`src/rtl/pipe_hazard_pkg.sv`:
```
// rtl/pipe_hazard_pkg.sv - shared types and constants for the pipeline hazard unit
package pipe_hazard_pkg;

    typedef enum logic [1:0] {
        FWD_RF = 2'b00,
        FWD_W  = 2'b01,
        FWD_M  = 2'b10
    } fwd_sel_t;

    typedef enum logic [1:0] {
        RUN      = 2'b00,
        MDU_WAIT = 2'b01,
        REDIRECT = 2'b10
    } hz_state_t;

    localparam int ZERO_REG = '0;

endpackage

```
`src/rtl/hazard_fwd_sel.sv`:
```
// rtl/hazard_fwd_sel.sv - per-operand EX forwarding select, M result beats W result
module hazard_fwd_sel
    import pipe_hazard_pkg::*;
#(
    parameter int REG_AW = 5
) (
    input  logic              reg_write_m,
    input  logic [REG_AW-1:0] rd_m,
    input  logic              reg_write_w,
    input  logic [REG_AW-1:0] rd_w,
    input  logic [REG_AW-1:0] rs,
    output fwd_sel_t          sel
);

    logic hit_m;
    logic hit_w;

    // x0 is hard-wired zero, so a write to it must never be forwarded
    assign hit_m = reg_write_m && (rd_m != REG_AW'(ZERO_REG)) && (rd_m == rs);
    assign hit_w = reg_write_w && (rd_w != REG_AW'(ZERO_REG)) && (rd_w == rs);

    always_comb begin
        sel = FWD_RF;
        if (hit_m) begin
            sel = FWD_M;
        end else if (hit_w) begin
            sel = FWD_W;
        end
    end

endmodule

```
`src/rtl/hazard_ctrl_unit.sv`:
```
// rtl/hazard_ctrl_unit.sv - forwarding, load-use stall, MDU wait and redirect flush control
module hazard_ctrl_unit
    import pipe_hazard_pkg::*;
#(
    parameter int REG_AW       = 5,
    parameter int FLUSH_CYCLES = 1,
    parameter int CNT_W        = 16,
    parameter int MDU_TIMEOUT  = 64
) (
    input  logic              clk,
    input  logic              rst,
    input  logic              RegWriteM,
    input  logic              RegWriteW,
    input  logic              MemReadE,
    input  logic [REG_AW-1:0] RD_E,
    input  logic [REG_AW-1:0] RD_M,
    input  logic [REG_AW-1:0] RD_W,
    input  logic [REG_AW-1:0] Rs1_D,
    input  logic [REG_AW-1:0] Rs2_D,
    input  logic [REG_AW-1:0] Rs1_E,
    input  logic [REG_AW-1:0] Rs2_E,
    input  logic              PCSrcE,
    input  logic              MduStartE,
    input  logic              MduDone,
    output logic [1:0]        ForwardAE,
    output logic [1:0]        ForwardBE,
    output logic              StallF,
    output logic              StallD,
    output logic              StallE,
    output logic              FlushD,
    output logic              FlushE,
    output logic              FlushM,
    output logic              MduTimeout,
    output logic [CNT_W-1:0]  stall_cnt,
    output logic [CNT_W-1:0]  flush_cnt
);

    localparam int TCW = (MDU_TIMEOUT > 1) ? $clog2(MDU_TIMEOUT) : 1;
    localparam int RCW = (FLUSH_CYCLES > 1) ? $clog2(FLUSH_CYCLES) : 1;

    hz_state_t      state, state_n;
    logic [TCW-1:0] tcnt, tcnt_n;
    logic [RCW-1:0] rcnt, rcnt_n;
    fwd_sel_t       fwd_a, fwd_b;
    logic           lu;
    logic           stall_fe, stall_ex, flush_de, flush_ex, flush_mem, timeout;

    hazard_fwd_sel #(.REG_AW(REG_AW)) u_fwd_a (
        .reg_write_m (RegWriteM),
        .rd_m        (RD_M),
        .reg_write_w (RegWriteW),
        .rd_w        (RD_W),
        .rs          (Rs1_E),
        .sel         (fwd_a)
    );

    hazard_fwd_sel #(.REG_AW(REG_AW)) u_fwd_b (
        .reg_write_m (RegWriteM),
        .rd_m        (RD_M),
        .reg_write_w (RegWriteW),
        .rd_w        (RD_W),
        .rs          (Rs2_E),
        .sel         (fwd_b)
    );

    assign lu = MemReadE && (RD_E != REG_AW'(ZERO_REG)) && ((RD_E == Rs1_D) || (RD_E == Rs2_D));

    always_comb begin
        state_n   = state;
        tcnt_n    = tcnt;
        rcnt_n    = rcnt;
        stall_fe  = 1'b0;
        stall_ex  = 1'b0;
        flush_de  = 1'b0;
        flush_ex  = 1'b0;
        flush_mem = 1'b0;
        timeout   = 1'b0;
        unique case (state)
            RUN: begin
                // A taken branch squashes whatever else E claims to be doing
                if (PCSrcE) begin
                    flush_de = 1'b1;
                    flush_ex = 1'b1;
                    if (FLUSH_CYCLES > 1) begin
                        state_n = REDIRECT;
                        rcnt_n  = RCW'(FLUSH_CYCLES - 1);
                    end
                end else if (MduStartE && !MduDone) begin
                    stall_fe  = 1'b1;
                    stall_ex  = 1'b1;
                    flush_mem = 1'b1;
                    state_n   = MDU_WAIT;
                    tcnt_n    = '0;
                end else if (lu) begin
                    stall_fe = 1'b1;
                    flush_ex = 1'b1;
                end
            end
            MDU_WAIT: begin
                stall_fe  = 1'b1;
                stall_ex  = 1'b1;
                flush_mem = 1'b1;
                if (MduDone) begin
                    state_n = RUN;
                end else if ((MDU_TIMEOUT != 0) && (tcnt == TCW'(MDU_TIMEOUT - 1))) begin
                    timeout = 1'b1;
                    state_n = RUN;
                end else begin
                    tcnt_n = tcnt + TCW'(1);
                end
            end
            REDIRECT: begin
                flush_de = 1'b1;
                if (rcnt <= RCW'(1)) begin
                    state_n = RUN;
                    rcnt_n  = '0;
                end else begin
                    rcnt_n = rcnt - RCW'(1);
                end
            end
            default: state_n = RUN;
        endcase
    end

    assign ForwardAE  = rst ? fwd_a : FWD_RF;
    assign ForwardBE  = rst ? fwd_b : FWD_RF;
    assign StallF     = rst & stall_fe;
    assign StallD     = rst & stall_fe;
    assign StallE     = rst & stall_ex;
    assign FlushD     = rst & flush_de;
    assign FlushE     = rst & flush_ex;
    assign FlushM     = rst & flush_mem;
    assign MduTimeout = rst & timeout;

    always_ff @(posedge clk) begin
        if (!rst) begin
            state     <= RUN;
            tcnt      <= '0;
            rcnt      <= '0;
            stall_cnt <= '0;
            flush_cnt <= '0;
        end else begin
            state <= state_n;
            tcnt  <= tcnt_n;
            rcnt  <= rcnt_n;
            if (StallF && (stall_cnt != {CNT_W{1'b1}})) begin
                stall_cnt <= stall_cnt + CNT_W'(1);
            end
            if ((FlushD || FlushE) && (flush_cnt != {CNT_W{1'b1}})) begin
                flush_cnt <= flush_cnt + CNT_W'(1);
            end
        end
    end

endmodule
```
`config.mk`:
```
export PLATFORM = sky130hd
export DESIGN_NAME = hazard_ctrl_unit
export DESIGN_NICKNAME = d
export VERILOG_FILES = /design/src/rtl/pipe_hazard_pkg.sv /design/src/rtl/hazard_fwd_sel.sv /design/src/rtl/hazard_ctrl_unit.sv
export SDC_FILE = /design/constraint.sdc
export NUM_CORES = 1
export LEC_CHECK = 0
export ABC_AREA = 1
export ABC_CLOCK_PERIOD_IN_PS = 5600
export CORE_AREA = 2 2 93 68
export DETAILED_ROUTE_END_ITERATION = 8
export DIE_AREA = 0 0 95 70
export PLACE_DENSITY_LB_ADDON = 0.3
export RECOVER_POWER = 50
export SLEW_MARGIN = 20
export SYNTH_ARGS = -nofsm -noshare
export SYNTH_HDL_FRONTEND = slang
export SYNTH_HIERARCHICAL = 1
export SYNTH_SLANG_ARGS = --single-unit
```
`constraint.sdc`:
```
create_clock -name clk -period 5.6 [get_ports clk]
set_input_delay 0.84 -clock clk [delete_from_list [all_inputs] [get_ports clk]]
set_output_delay 0.84 -clock clk [all_outputs]
set_load 0.005 [all_outputs]
```
# == Word-level counts from Yosys, hierarchy flattened ==
# Cells that the tools add are included.
# classes
n_addsub,4
order_cmp,1
eq_ne,17
mux,33
bitwise_logic,5
n_reduce_logical,21
# ops
cell,count
"16-bit by 1-bit adder with 16-bit output, second input constant",2
"16-bit inequality test, second input constant",2
5-bit == test,6
6-bit two-way mux,4
2-bit two-way mux,9
1-bit two-way mux,15
5-bit nonzero test,3
6-bit case mux with 2 select lines,1
1-bit logical AND,11
"2-bit inequality test, second input constant",5
"6-bit by 1-bit adder with 6-bit output, second input constant",1
"6-bit == test, second input constant",1
1-bit case mux with 2 select lines,3
2-bit case mux with 3 select lines,1
1-bit AND,5
5-bit AND reduction,1
4-bit AND reduction,1
"3-bit inequality test, second input constant",1
"2-bit by 1-bit == test with 1-bit output, second input constant",1
"2-bit == test, second input constant",1
2-bit logical NOT,1
1-bit logical OR,2
2-bit nonzero test,1
"1-bit less-or-equal comparator, second input constant",1
other kinds (2),2
# word_totals
regBits,41
in_bits,43
out_inout_bits,43

# == Logic depth before layout (Yosys ltp) ==
# depth
word_depth,10
ltp_mapped,12

# == Modules after synthesis ==
# The synthesis kept the hierarchy.
# modules_own_cells
module,instances,cells_each,area_each_um2,seq_area_each_um2
hazard_ctrl_unit,1,382,2494.9,780.7
hazard_fwd_sel,2,51,221.5,0.0

# == Least setup slack after synthesis ==
# Ideal clock, no wire load.
# synth_path
path_type,input-to-output
startpoint,input port rst
endpoint,output port StallF
t_arrival_ns,1.942
required_time_ns,4.760
slack_ns,2.818
cell_stages,8
n_path_buf,4
cell_sequence,buf_4 -> clkinv_1 -> nor2_1 -> nand3_1 -> nand2_1 -> buf_4 -> buf_2 -> buf_4
# synth_via
elab_chain_len,1
# synth_lines
element,line_no,source
"start, declared",hazard_ctrl_unit.sv:11,"input logic rst,"
1-bit AND,-,
"end, declared",hazard_ctrl_unit.sv:27,"output logic StallF,"
# No other way between the ends.

# == Worst setup path in the final report ==
# layout_path
startpoint,input port rst
endpoint,output port StallD
# layout_via
elab_chain_len,1
# layout_lines
element,line_no,source
1-bit AND,hazard_ctrl_unit.sv:128,assign StallD = rst & stall_fe;
"end, declared",hazard_ctrl_unit.sv:28,"output logic StallD,"
# No other way between the ends.

==> results.json <==
{
  "yosysWarnings": 6,
  "rr_worst_depth": 9,
  "maxSlewHeadroom_pct": 25.61,
  "r2r_slack_ns": 3.25,
  "yosysMostFrequentCell": "nand2_1",
  "routed_via_density": 5.012,
  "io_pins": 86,
  "post_cts_resized": 0,
  "fin_crit_ns": 4.673,
  "maxUsedRoutingLayer": "met4",
  "synth_seq_cells": 39,
  "synth_area_mm2": 0.002938,
  "drtIter0Drc": 153,
  "hold_depth": 1,
  "setup_viol": 0,
  "clk_pin_slew_ns": 0.08,
  "worstHoldStart": "tcnt[0]",
  "timing.rr.end": "flush_cnt[13]",
  "reg2reg_from": "flush_cnt[0]",
  "leakagePower_nw": 1.747,
  "n_antenna_cell": 0,
  "end_kind": "primary output",
  "dr.pass1.iters": 4,
  "rsz0062_at_grt": "false",
  "hold_path.class": "register to register",
  "syn_area_per_cell_um2": 6.070,
  "wl_mm": 7.518,
  "num-nets-final": 609,
  "drtAntennaViolNets": 0,
  "fp-row-count": 24,
  "grt_max_degree": 26,
  "numPortBuffers": 85,
  "ys.flop_type": "dfxtp_1",
  "layout-drive-gt1-share_pct": 5.142,
  "drcViolationCount": 0,
  "fmax_ghz": 0.2140,
  "h-tree-depth": 2,
  "synth_nets": 530,
  "synth_top_area_share_pct": 26.58,
  "cts_made_buffers": 5,
  "die_area_mm2": 0.006650,
  "cts_tree": "built",
  "final_hold_viol_count": 0,
  "critical_path_class": "input pin to primary output",
  "crit_required_ns": 4.76,
  "whs_ns": 0.4828,
  "grt_usage_pct": 23.63,
  "final_max_slew_viol_count": 0,
  "synth_top_cell_by_area": "dfxtp_1",
  "powerDensity_mw_per_mm2": 149.9,
  "peakVddDrop_uv": 81.99,
  "path_max_fanout": 25,
  "tns_ns": 0,
  "root_buffer": "clkbuf_8",
  "tightest_slew_ns": 1.116,
  "min_to": "tcnt[0]",
  "grt_antenna_before_repair": 0,
  "netlist_top_cells_area": "dfxtp_1, nand2_1, nand3_1, inv_1, a21oi_1",
  "synthTopCellsByCount": "nand2_1, inv_1, nand3_1",
  "crit_arrival_ns": 3.83,
  "die_h_um": 70,
  "synthArstFlopShare_pct": 0,
  "wl_per_cell_um": 11.71,
  "postCtsHoldBufs": 0,
  "synthToLayoutAreaGrowth_pct": 32.24,
  "synth_cells": 484,
  "fin_crit_sh_pct": 83.44,
  "critPathLaunchType": "input pin",
  "seq_area_frac_synth_pct": 26.58,
  "core_mm2": 0.005916,
  "fin_worst_skew_ns": 0.006461,
  "start_util_pct": 49.66,
  "insertion_delay_ns": 0.31,
  "gp_congestion": 0.8959,
  "fp.dieW_um": 95,
  "cts_max_path_buffers": 2,
  "status": "complete, no violations",
  "wl_met3_um": 550,
  "grt_pass1_wl_mm": 12.80,
  "dr_wl_met2_mm": 3.233,
  "drt-met1-wl_mm": 3.635,
  "post_cts.repair.setup_buffers": 0,
  "num_vias": 3218,
  "gr-total-overflow": 0,
  "cap_viol_max_count": 0,
  "dp_hpwl_mm": 5.735,
  "yosysUniqueCellTypes": 32,
  "synth-edff-count": 0,
  "grt_pass1_vias": 2940,
  "cts.sinks": 39
}
## report_power, final
group | leakage, nW | internal [mW] | switching [mW] | total [mW]
Combinational | 1.39 | 0.0501 | 0.0543 | 0.104
Clock | 0.0412 | 0.0872 | 0.109 | 0.196
Sequential | 0.314 | 0.279 | 0.00257 | 0.281
Total | 1.75 | 0.416 | 0.166 | 0.582
## sequential cells by signal, indices dropped and copies added (netlist names)
register	cells
flush_cnt	16
stall_cnt	16
state	1
tcnt	6
## cell type report
class | instances | area (um^2)
Clock buffer | 6 | 72.57
Clock inverter | 2 | 12.51
Fill cell | 543 | 2031
Inverter | 69 | 259.0
Multi-Input combinational cell | 361 | 1800
Sequential cell | 39 | 780.7
Tap cell | 78 | 97.59
Timing Repair Buffer | 87 | 862.1
## cells by family after synthesis
kind of cell | count (synthesis) | synth area share (%)
flip-flops | 39 | 26.58
XOR/XNOR | 30 | 8.944
adder cells (fa/ha/maj) | 3 | 1.278
AND/OR/NAND/NOR | 273 | 41.44
AO/OA/AOI/OAI | 55 | 9.625
buffers and inverters | 84 | 12.14
## routing by layer
layer | GRT usage (%) | vias to the layer above
met5 | 0 | -
met4 | 7.407 | 0
met3 | 4.962 | 10
met2 | 35.70 | 105
met1 | 33.62 | 1419
li1 | - | 1684
## worst max path at each step
stage,from,end
floorplan,rst,StallF
global placement,rst,StallF
detailed placement,rst,StallD
CTS,rst,StallD
global route,rst,StallD
finish,rst,StallD
## worst max-delay path, cell delays in order
cell and delay [ns]:
dlygate4sd3_1 0.76, clkinv_1 0.38, clkbuf_1 0.55, nor2_1 0.29, nand2_1 0.10, nand2_1 0.10
buf_4 0.25, clkdlybuf4s50_1 0.55
## stage by stage
step	instances	area, um^2	power [mW]	utilization [%]	setup slack, ns
2_1_floorplan	484	2938	0.3408	-	2.818
3_3_place_gp	634	3804	0.3898	64.30	1.449
3_5_place_dp	634	3804	0.3932	64.30	1.335
4_1_cts	642	3889	0.5867	65.74	1.315
5_1_grt	642	3885	0.6067	65.67	0.7200
6_report	642	3885	0.5822	65.67	0.9271
## cells in the final DEF (no fill, tap or decap), types with 6 or more instances in the layout
cell type	n
a21oi_1	39
clkdlybuf4s50_1	51
dfxtp_1	39
dlygate4sd3_1	34
inv_1	64
nand2_1	136
nand3_1	58
nor2_1	47
nor2_2	6
nor3_1	8
o21ai_0	13
xnor2_1	8
xor2_1	22
Power figures use the tool's default switching activity.
